## src/rtl/slc3_input_conditioner_if.sv

```systemverilog
// ---------------------------------------------------------------------------
// slc3_input_conditioner_if
// Pin bundle between the raw board inputs and the slc3 core inputs.
//   run_btn_i, continue_btn_i, reset_btn_i : raw buttons, active-high, async
//   sw_raw_i                               : raw slide switches, async
//   run_o, continue_o                      : single-cycle press pulses
//   reset_o                                : synchronous active-high core reset
//   sw_o                                   : debounced switch word
// master: the board / stimulus side.  slave: the conditioner.
// ---------------------------------------------------------------------------
interface slc3_input_conditioner_if #(
    parameter int SW_WIDTH = 16
);
    logic                run_btn_i;
    logic                continue_btn_i;
    logic                reset_btn_i;
    logic [SW_WIDTH-1:0] sw_raw_i;
    logic                run_o;
    logic                continue_o;
    logic                reset_o;
    logic [SW_WIDTH-1:0] sw_o;

    modport master (
        output run_btn_i, continue_btn_i, reset_btn_i, sw_raw_i,
        input  run_o, continue_o, reset_o, sw_o
    );

    modport slave (
        input  run_btn_i, continue_btn_i, reset_btn_i, sw_raw_i,
        output run_o, continue_o, reset_o, sw_o
    );
endinterface

```

## src/rtl/slc3_input_conditioner.sv

```systemverilog
// ---------------------------------------------------------------------------
// slc3_input_conditioner
// Synchronizes and debounces the board buttons and switches for the slc3 core.
//   clk   : system clock
//   reset : asynchronous active-low reset
//   pins  : slc3_input_conditioner_if.slave (raw pins in, conditioned out)
// Buttons are indexed 0 = run, 1 = continue, 2 = board reset button.
// All outputs come straight from flops; no input reaches an output
// combinationally.
// ---------------------------------------------------------------------------
module slc3_input_conditioner #(
    parameter int DEBOUNCE_CYCLES = 1000000,
    parameter int SW_WIDTH        = 16
) (
    input  logic                      clk,
    input  logic                      reset,
    slc3_input_conditioner_if.slave   pins
);
    localparam int              CNT_W       = $clog2(DEBOUNCE_CYCLES);
    localparam logic [CNT_W-1:0] CNT_MAX    = CNT_W'(DEBOUNCE_CYCLES - 1);
    localparam logic [CNT_W-1:0] CNT_ZERO   = {CNT_W{1'b0}};
    localparam logic [CNT_W-1:0] CNT_ONE    = CNT_W'(1);
    // The board reset button idles as "pressed" so the core comes up in reset
    // and stays there until the released level has been debounced.
    localparam logic [2:0]      BTN_RST_VAL = 3'b100;

    logic [2:0]          btn_raw_s;
    logic [2:0]          btn_sync1_r;
    logic [2:0]          btn_sync2_r;
    logic [2:0]          btn_d_r;
    logic [2:0]          btn_d_next_s;
    logic [2:0]          btn_rise_s;
    logic [CNT_W-1:0]    btn_cnt_r      [3];
    logic [CNT_W-1:0]    btn_cnt_next_s [3];

    logic [SW_WIDTH-1:0] sw_sync1_r;
    logic [SW_WIDTH-1:0] sw_sync2_r;
    logic [SW_WIDTH-1:0] sw_cand_r;
    logic [SW_WIDTH-1:0] sw_cand_next_s;
    logic [SW_WIDTH-1:0] sw_r;
    logic [SW_WIDTH-1:0] sw_next_s;
    logic [CNT_W-1:0]    sw_cnt_r;
    logic [CNT_W-1:0]    sw_cnt_next_s;

    logic                run_r;
    logic                cont_r;
    logic                rst_out_r;

    assign btn_raw_s = {pins.reset_btn_i, pins.continue_btn_i, pins.run_btn_i};

    // Two-flop synchronizers for every asynchronous pin.
    always_ff @(posedge clk or negedge reset) begin
        if (!reset) begin
            btn_sync1_r <= BTN_RST_VAL;
            btn_sync2_r <= BTN_RST_VAL;
            sw_sync1_r  <= {SW_WIDTH{1'b0}};
            sw_sync2_r  <= {SW_WIDTH{1'b0}};
        end else begin
            btn_sync1_r <= btn_raw_s;
            btn_sync2_r <= btn_sync1_r;
            sw_sync1_r  <= pins.sw_raw_i;
            sw_sync2_r  <= sw_sync1_r;
        end
    end

    // Button debounce next-state: any matching cycle restarts the count.
    always_comb begin
        for (int i = 0; i < 3; i++) begin
            btn_d_next_s[i]   = btn_d_r[i];
            btn_cnt_next_s[i] = CNT_ZERO;
            if (btn_sync2_r[i] != btn_d_r[i]) begin
                if (btn_cnt_r[i] == CNT_MAX) begin
                    btn_d_next_s[i]   = btn_sync2_r[i];
                    btn_cnt_next_s[i] = CNT_ZERO;
                end else begin
                    btn_cnt_next_s[i] = btn_cnt_r[i] + CNT_ONE;
                end
            end else begin
                btn_cnt_next_s[i] = CNT_ZERO;
            end
        end
        // Pulse is raised on the same edge the debounced level rises.
        btn_rise_s = btn_d_next_s & ~btn_d_r;
    end

    // Button debounce state and registered pulse / reset outputs.
    always_ff @(posedge clk or negedge reset) begin
        if (!reset) begin
            btn_d_r   <= BTN_RST_VAL;
            for (int i = 0; i < 3; i++) begin
                btn_cnt_r[i] <= CNT_ZERO;
            end
            run_r     <= 1'b0;
            cont_r    <= 1'b0;
            rst_out_r <= 1'b1;
        end else begin
            btn_d_r   <= btn_d_next_s;
            for (int i = 0; i < 3; i++) begin
                btn_cnt_r[i] <= btn_cnt_next_s[i];
            end
            run_r     <= btn_rise_s[0];
            cont_r    <= btn_rise_s[1];
            rst_out_r <= btn_d_next_s[2];
        end
    end

    // Switch group debounce next-state: any bit change restarts the count,
    // and the whole word is committed at once.
    always_comb begin
        sw_cand_next_s = sw_cand_r;
        sw_next_s      = sw_r;
        sw_cnt_next_s  = CNT_ZERO;
        if (sw_sync2_r != sw_cand_r) begin
            sw_cand_next_s = sw_sync2_r;
        end else if (sw_cand_r != sw_r) begin
            if (sw_cnt_r == CNT_MAX) begin
                sw_next_s = sw_cand_r;
            end else begin
                sw_cnt_next_s = sw_cnt_r + CNT_ONE;
            end
        end else begin
            sw_cnt_next_s = CNT_ZERO;
        end
    end

    // Switch group debounce state.
    always_ff @(posedge clk or negedge reset) begin
        if (!reset) begin
            sw_cand_r <= {SW_WIDTH{1'b0}};
            sw_r      <= {SW_WIDTH{1'b0}};
            sw_cnt_r  <= CNT_ZERO;
        end else begin
            sw_cand_r <= sw_cand_next_s;
            sw_r      <= sw_next_s;
            sw_cnt_r  <= sw_cnt_next_s;
        end
    end

    assign pins.run_o      = run_r;
    assign pins.continue_o = cont_r;
    assign pins.reset_o    = rst_out_r;
    assign pins.sw_o       = sw_r;
endmodule

```

## src/flat_wrapper.sv

```systemverilog
// flat-port wrapper written by rule: the top's interface ports become plain ports
module slc3_input_conditioner_flat 
#(
    parameter int DEBOUNCE_CYCLES = 1000000,
    parameter int SW_WIDTH        = 16
)
  (clk, reset, pins_run_btn_i, pins_continue_btn_i, pins_reset_btn_i, pins_sw_raw_i, pins_run_o, pins_continue_o, pins_reset_o, pins_sw_o);
  slc3_input_conditioner_if #(.SW_WIDTH(SW_WIDTH)) pins_i ();
  input  logic clk;
  input  logic reset;
  input wire logic [$bits(pins_i.run_btn_i)-1:0] pins_run_btn_i;
  input wire logic [$bits(pins_i.continue_btn_i)-1:0] pins_continue_btn_i;
  input wire logic [$bits(pins_i.reset_btn_i)-1:0] pins_reset_btn_i;
  input wire logic [$bits(pins_i.sw_raw_i)-1:0] pins_sw_raw_i;
  output wire logic [$bits(pins_i.run_o)-1:0] pins_run_o;
  output wire logic [$bits(pins_i.continue_o)-1:0] pins_continue_o;
  output wire logic [$bits(pins_i.reset_o)-1:0] pins_reset_o;
  output wire logic [$bits(pins_i.sw_o)-1:0] pins_sw_o;
  assign pins_i.run_btn_i = pins_run_btn_i;
  assign pins_i.continue_btn_i = pins_continue_btn_i;
  assign pins_i.reset_btn_i = pins_reset_btn_i;
  assign pins_i.sw_raw_i = pins_sw_raw_i;
  assign pins_run_o = pins_i.run_o;
  assign pins_continue_o = pins_i.continue_o;
  assign pins_reset_o = pins_i.reset_o;
  assign pins_sw_o = pins_i.sw_o;
  slc3_input_conditioner #(.DEBOUNCE_CYCLES(DEBOUNCE_CYCLES), .SW_WIDTH(SW_WIDTH)) u_core (.clk(clk), .reset(reset), .pins(pins_i));
endmodule
```

## config.mk

```make
export PLATFORM = sky130hd
export DESIGN_NAME = slc3_input_conditioner_flat
export DESIGN_NICKNAME = d
export VERILOG_FILES = /design/src/rtl/slc3_input_conditioner_if.sv /design/src/rtl/slc3_input_conditioner.sv /design/src/flat_wrapper.sv
export SDC_FILE = /design/constraint.sdc
export NUM_CORES = 1
export LEC_CHECK = 0
export BUFFER_PORTS_ARGS = -buffer_cell sky130_fd_sc_hd__buf_2
export CORE_AREA = 5 5 153 155
export DETAILED_ROUTE_END_ITERATION = 10
export DIE_AREA = 0 0 158 160
export PLACE_DENSITY = 0.43
export SYNTH_ARGS = -nofsm -noshare
export SYNTH_HDL_FRONTEND = slang
export SYNTH_SLANG_ARGS = --single-unit
```

## constraint.sdc

```tcl
create_clock -name clk -period 4.8 [get_ports clk]
set_input_delay 0.24 -clock clk [delete_from_list [all_inputs] [get_ports clk]]
set_output_delay 0.24 -clock clk [all_outputs]
set_load 0.01 [all_outputs]
```

* Word level (Yosys, flattened, before mapping) *
Index checks and enable logic that the tools add are counted.
Widths: inputs -> output; s select.

storage, ports and cells
  register bits = 156
  input bits = 21
  output and inout port bits = 19
  logic and storage cells = 46

operators by class
  $add $sub $neg = 4
  equal/unequal tests = 9
  multiplexer cells = 15
  bitwise operators = 3
  reduce and logical (&&, ||, !) cells = 1

operators by type and width
  kind                   number
  $mux 20                9
  $add 20x1->20 const B  4
  $eq 20x20->1 const B   4
  $ne 16x16->1           2
  $mux 1                 6
  $ne 1x1->1             3
  $reduce_and 3->1       1
  $and 2x2->2            1
  $not 2->2              1
  $not 1->1              1

* Depth between registers and ports, before layout *
  depth after elaboration = 4
  depth in mapped cells = 7
  mapped depth without buffers = 6

* Worst setup path after synthesis *
No wires, ideal clock.

  path kind = register to register
  start = register u_core.sw_cnt_r[0]
  end = register u_core.sw_r[10] (netlist: u_core.pins.sw_o[10])
  setup time = 0.125 ns
  arrival time = 1.797 ns
  slack = 2.878 ns
  stages on the path, launching flop included = 8
  period minus slack after synthesis = 1.922 ns
  path through = dfrtp_1 ha_1 and4_4 nand2_2 nor4_4 nand3_4 buf_6 mux2_4

between the ends
  word-level cells in the longest chain between the ends = 2

RTL lines
  what                               RTL line                       RTL
  start, declared                    slc3_input_conditioner.sv:42   logic [CNT_W-1:0] sw_cnt_r;
  start signal, assigned             slc3_input_conditioner.sv:135  sw_cnt_r <= sw_cnt_next_s;
  $eq 20x20->1                       slc3_input_conditioner.sv:116  if (sw_cnt_r == CNT_MAX) begin
  $reduce_and 3->1 (no source line)  --
  end signal, assigned               slc3_input_conditioner.sv:130  sw_r <= {SW_WIDTH{1'b0}};
  end signal, assigned               slc3_input_conditioner.sv:134  sw_r <= sw_next_s;
  end, declared                      slc3_input_conditioner.sv:40   logic [SW_WIDTH-1:0] sw_r;

Every way passes these cells.
A chain may end at the register's enable or synchronous reset.

* Worst setup path after layout *
  start = register u_core.sw_cnt_r[0]
  end = register u_core.sw_r[7] (netlist: u_core.pins.sw_o[7])

Same word-level chain as after synthesis.

==> results by group <==
Setup path
  • Crit-path slowest cell: mux2_4
  • Worst EP required: just over 5 ns
  • R2R Path Start: u_core.sw_cnt_r[0]$_DFF_PN0_
  • Cell chain of the critical path: ha_1, and4_4, nand2_2, nor4_4, nand3_4, mux2_4
  • Setup Crit Path Kind: flip-flop to flip-flop
  • Worst Path Arrival: 2.41 ns
  • CP startpoint: u_core.sw_cnt_r[0]$_DFF_PN0_
  • CP peak stage delay: between 0.3 and 0.4 ns
  • Max FO, Critical Path: 16
  • Crit path launch type: flip-flop
  • Crit. End Element: flip-flop

Timing
  • Worst slew pin tran: 0.982 ns
  • Slew margin rel.: 34.6%
  • Worst Clk Skew: 0.00990 ns
  • Hold WS: 0.348 ns
  • Final Hold Fails: 0
  • Final Cycle Share: 44.0%
  • Fmax: 473 MHz
  • Final Slew Violations: 0
  • Total negative slack: 0 ns
  • # setup viols final: 0
  • RSZ-0062 raised after global routing: false
  • Final period demand of the worst path: around 2.1 ns

Clock network
  • CTS H-tree depth: 4
  • CTS tree: done
  • Max Buffers Root-to-Sink: 2
  • CTS root buffer: clkbuf_16
  • CTS Sinks: 155
  • Worst-Skew Late Latency: 0.42 ns
  • Worst-path clk slew: 0.06 ns
  • Postcts setup bufs: 0
  • Total CTS buffers: 17
  • CTS-repair resized insts: 0

Global route
  • First-pass GRT wire length: roughly 21000 µm
  • Overall Global Routing Usage: between 10% and 20%
  • Largest net degree at the start of global routing: roughly 110
  • Gr ovfl total: 0
  • Initial antenna violation count: 0
  • Vias in the first global route: about 4200

Yosys
  • Synthesized area: 6450 µm²
  • Top FF cell, synth: dfrtp_1
  • Cell variety after synth: 33
  • Async S/R FF share, synth: between 90% and 100%
  • Sequential fraction of the synthesis area: between 60% and 70%
  • Top cells by area, synth: dfrtp_1, xnor2_1, xor2_1
  • Synth cell count leaders: dfrtp_1, nor2_1, xnor2_1, xor2_1, nand3_1
  • Syn Area/Cell: 11.8 µm²
  • Share of the synthesized area in the top cell type: 58.9%
  • Number of flops mapped to enable cells by yosys: 0
  • Syn Inst Count: 548
  • Post-synth net total: 573
  • Leading area contributor after synthesis: dfrtp_1
  • Yosys warns: 0
  • Most numerous cell in the Yosys netlist: dfrtp_1
  • Seq cells post-synth: 155

Place
  • GP Congestion: 0.740
  • Port bufs: 39
  • HPWL after DPL: 8340 µm

Detailed routing
  • DRC: 0
  • Initial detailed-routing violation count: between 100 and 150
  • Via count: between 3000 and 4000
  • Routed Antenna Nets: 0
  • WL/cell: 14.0 µm
  • Final Routed Wirelength: ~13000 µm
  • Vias per cell: 4.42
  • Pre-antenna DRT Iters: 4

Floorplan
  • I/O pins: 40
  • DIE AREA: 25300 µm²
  • Initial core utilization: 29.8%
  • Row count: 54
  • Chip Height: 160 µm
  • Die width: 158 µm
  • Floorplan Core Area: about 22000 µm²

Pwr
  • Internal power: roughly 0.0022 W
  • Net Sw Frac: 22.6%
  • Switching pwr: 0.000629 W
  • LEAKAGE: 3.36 nW
  • Seq pwr share: 48.8%
  • Comb power frac: between 3 and 4%
  • Pwr/cell area: 362 nW/µm²
  • Clk pwr share: 48.1%
  • Worst vdd ir: 0.212 mV

Min path
  • Worst Hold Class: flip-flop to flip-flop
  • Worst hold path startpoint: u_core.sw_sync1_r[9]$_DFF_PN0_

Layout
  • Layout cells sized above 1: between 10% and 20%
  • Syn-to-layout area delta: 19.4%
  • Final Util: 35.5%
  • Fillers: 2140
  • ANT cells: 0
  • Final net count: 630

Status
  • Outcome: finished clean

Flow run
  • Max Cap Violations: 0
timing repair:
item | CTS | global route
endpoints found under the setup margin | 0 | 0
hold buffers | 20 | 0
hold endpoints to repair | 29 | 0
area by class of cell:
type | instances | area [µm²] | area share, %
clock buffers | 20 | 447 | 5.80
flip-flops and latches | 155 | 3880 | 50.4
multi-input cells | 361 | 2440 | 31.7
clock inverters | 12 | 139 | 1.80
repair buffers | 60 | 409 | 5.31
inverters | 10 | 37.5 | 0.487
well taps | 280 | 350 | 4.55
critical path, delay by kind of cell (launching register included):
kind / cells / cell delay, ns
AND/OR/NAND/NOR: 4 / 1.03
multiplexers: 1 / 0.39
flip-flops: 1 / 0.37
adder cells (fa/ha/maj): 1 / 0.21
cell usage in the layout, fill, tap and decap left out, types with 11 or more instances in the layout:
master / instances
nand4_1: 18
nor2_1: 91
clkbuf_16: 17
and3_1: 17
xnor2_1: 66
nor3_1: 11
nand2_1: 22
dlygate4sd3_1: 20
dfrtp_1: 152
xor2_1: 41
buf_2: 38
nand3_1: 28
nor4_1: 12
power by group through the flow:
stage          Sequential (W)  Clock (W)  Combinational, W
2_1_floorplan         0.00138          0         0.0000380
3_3_place_gp          0.00138          0         0.0000775
3_5_place_dp          0.00138          0         0.0000795
4_1_cts               0.00136    0.00138         0.0000927
5_1_grt               0.00136    0.00144          0.000103
6_report              0.00136    0.00134         0.0000876
state kept, by name, indices dropped and copies added (netlist names):
name                    count
u_core.btn_cnt_r           60
u_core.btn_d_r              3
u_core.btn_sync1_r          3
u_core.btn_sync2_r          3
u_core.pins.continue_o      1
u_core.pins.run_o           1
u_core.pins.sw_o           16
u_core.sw_cand_r           16
u_core.sw_cnt_r            20
u_core.sw_sync1_r          16
u_core.sw_sync2_r          16
metal layers:
layer / share of wire (%) / vias to the layer above / global-route usage [%] / routed length (µm)
met2: 46 / 56 / 16.4 / 5830
met1: 48 / 1964 / 14.4 / 6010
li1: - / 1936 / - / -
met5: 0 / - / 0 / 0
met4: 1.4 / 0 / 3.49 / 178
met3: 4.1 / 14 / 3.22 / 512
worst paths after layout:
path	endpoint	slack, ns	cells past startpoint
min in group asynchronous	u_core.btn_cnt_r[26]$_DFF_PN0_	0.50	2
max	u_core.pins.sw_o[7]$_DFFE_PN0P_	2.69	6
min reg2reg	u_core.sw_sync2_r[9]$_DFF_PN0_	0.35	0
min	u_core.sw_sync2_r[9]$_DFF_PN0_	0.35	0
max reg2reg	u_core.pins.sw_o[7]$_DFFE_PN0P_	2.69	6
max in group asynchronous	u_core.sw_sync2_r[13]$_DFF_PN0_	3.07	3
cells by family (layout without fill, tap and decap cells):
family / count (synthesis) / after routing / share of synthesized area [%]
buf+inv: 32 / 102 / 2.02
mux: 19 / 19 / 3.90
fa+ha+maj: 4 / 4 / 0.775
simple gates: 231 / 231 / 18.6
xor+xnor: 107 / 107 / 14.5
flops: 155 / 155 / 60.1
metrics by stage:
step	total power, W	instance area, µm²	cells	worst slack, ns
2_1_floorplan	0.00142	6450	548	2.88
3_3_place_gp	0.00146	6920	846	2.66
3_5_place_dp	0.00146	6920	846	2.63
4_1_cts	0.00284	7710	898	2.61
5_1_grt	0.00291	7710	898	2.49
6_report	0.00279	7710	898	2.69
Note: power is estimated with default switching activity, not from simulation.
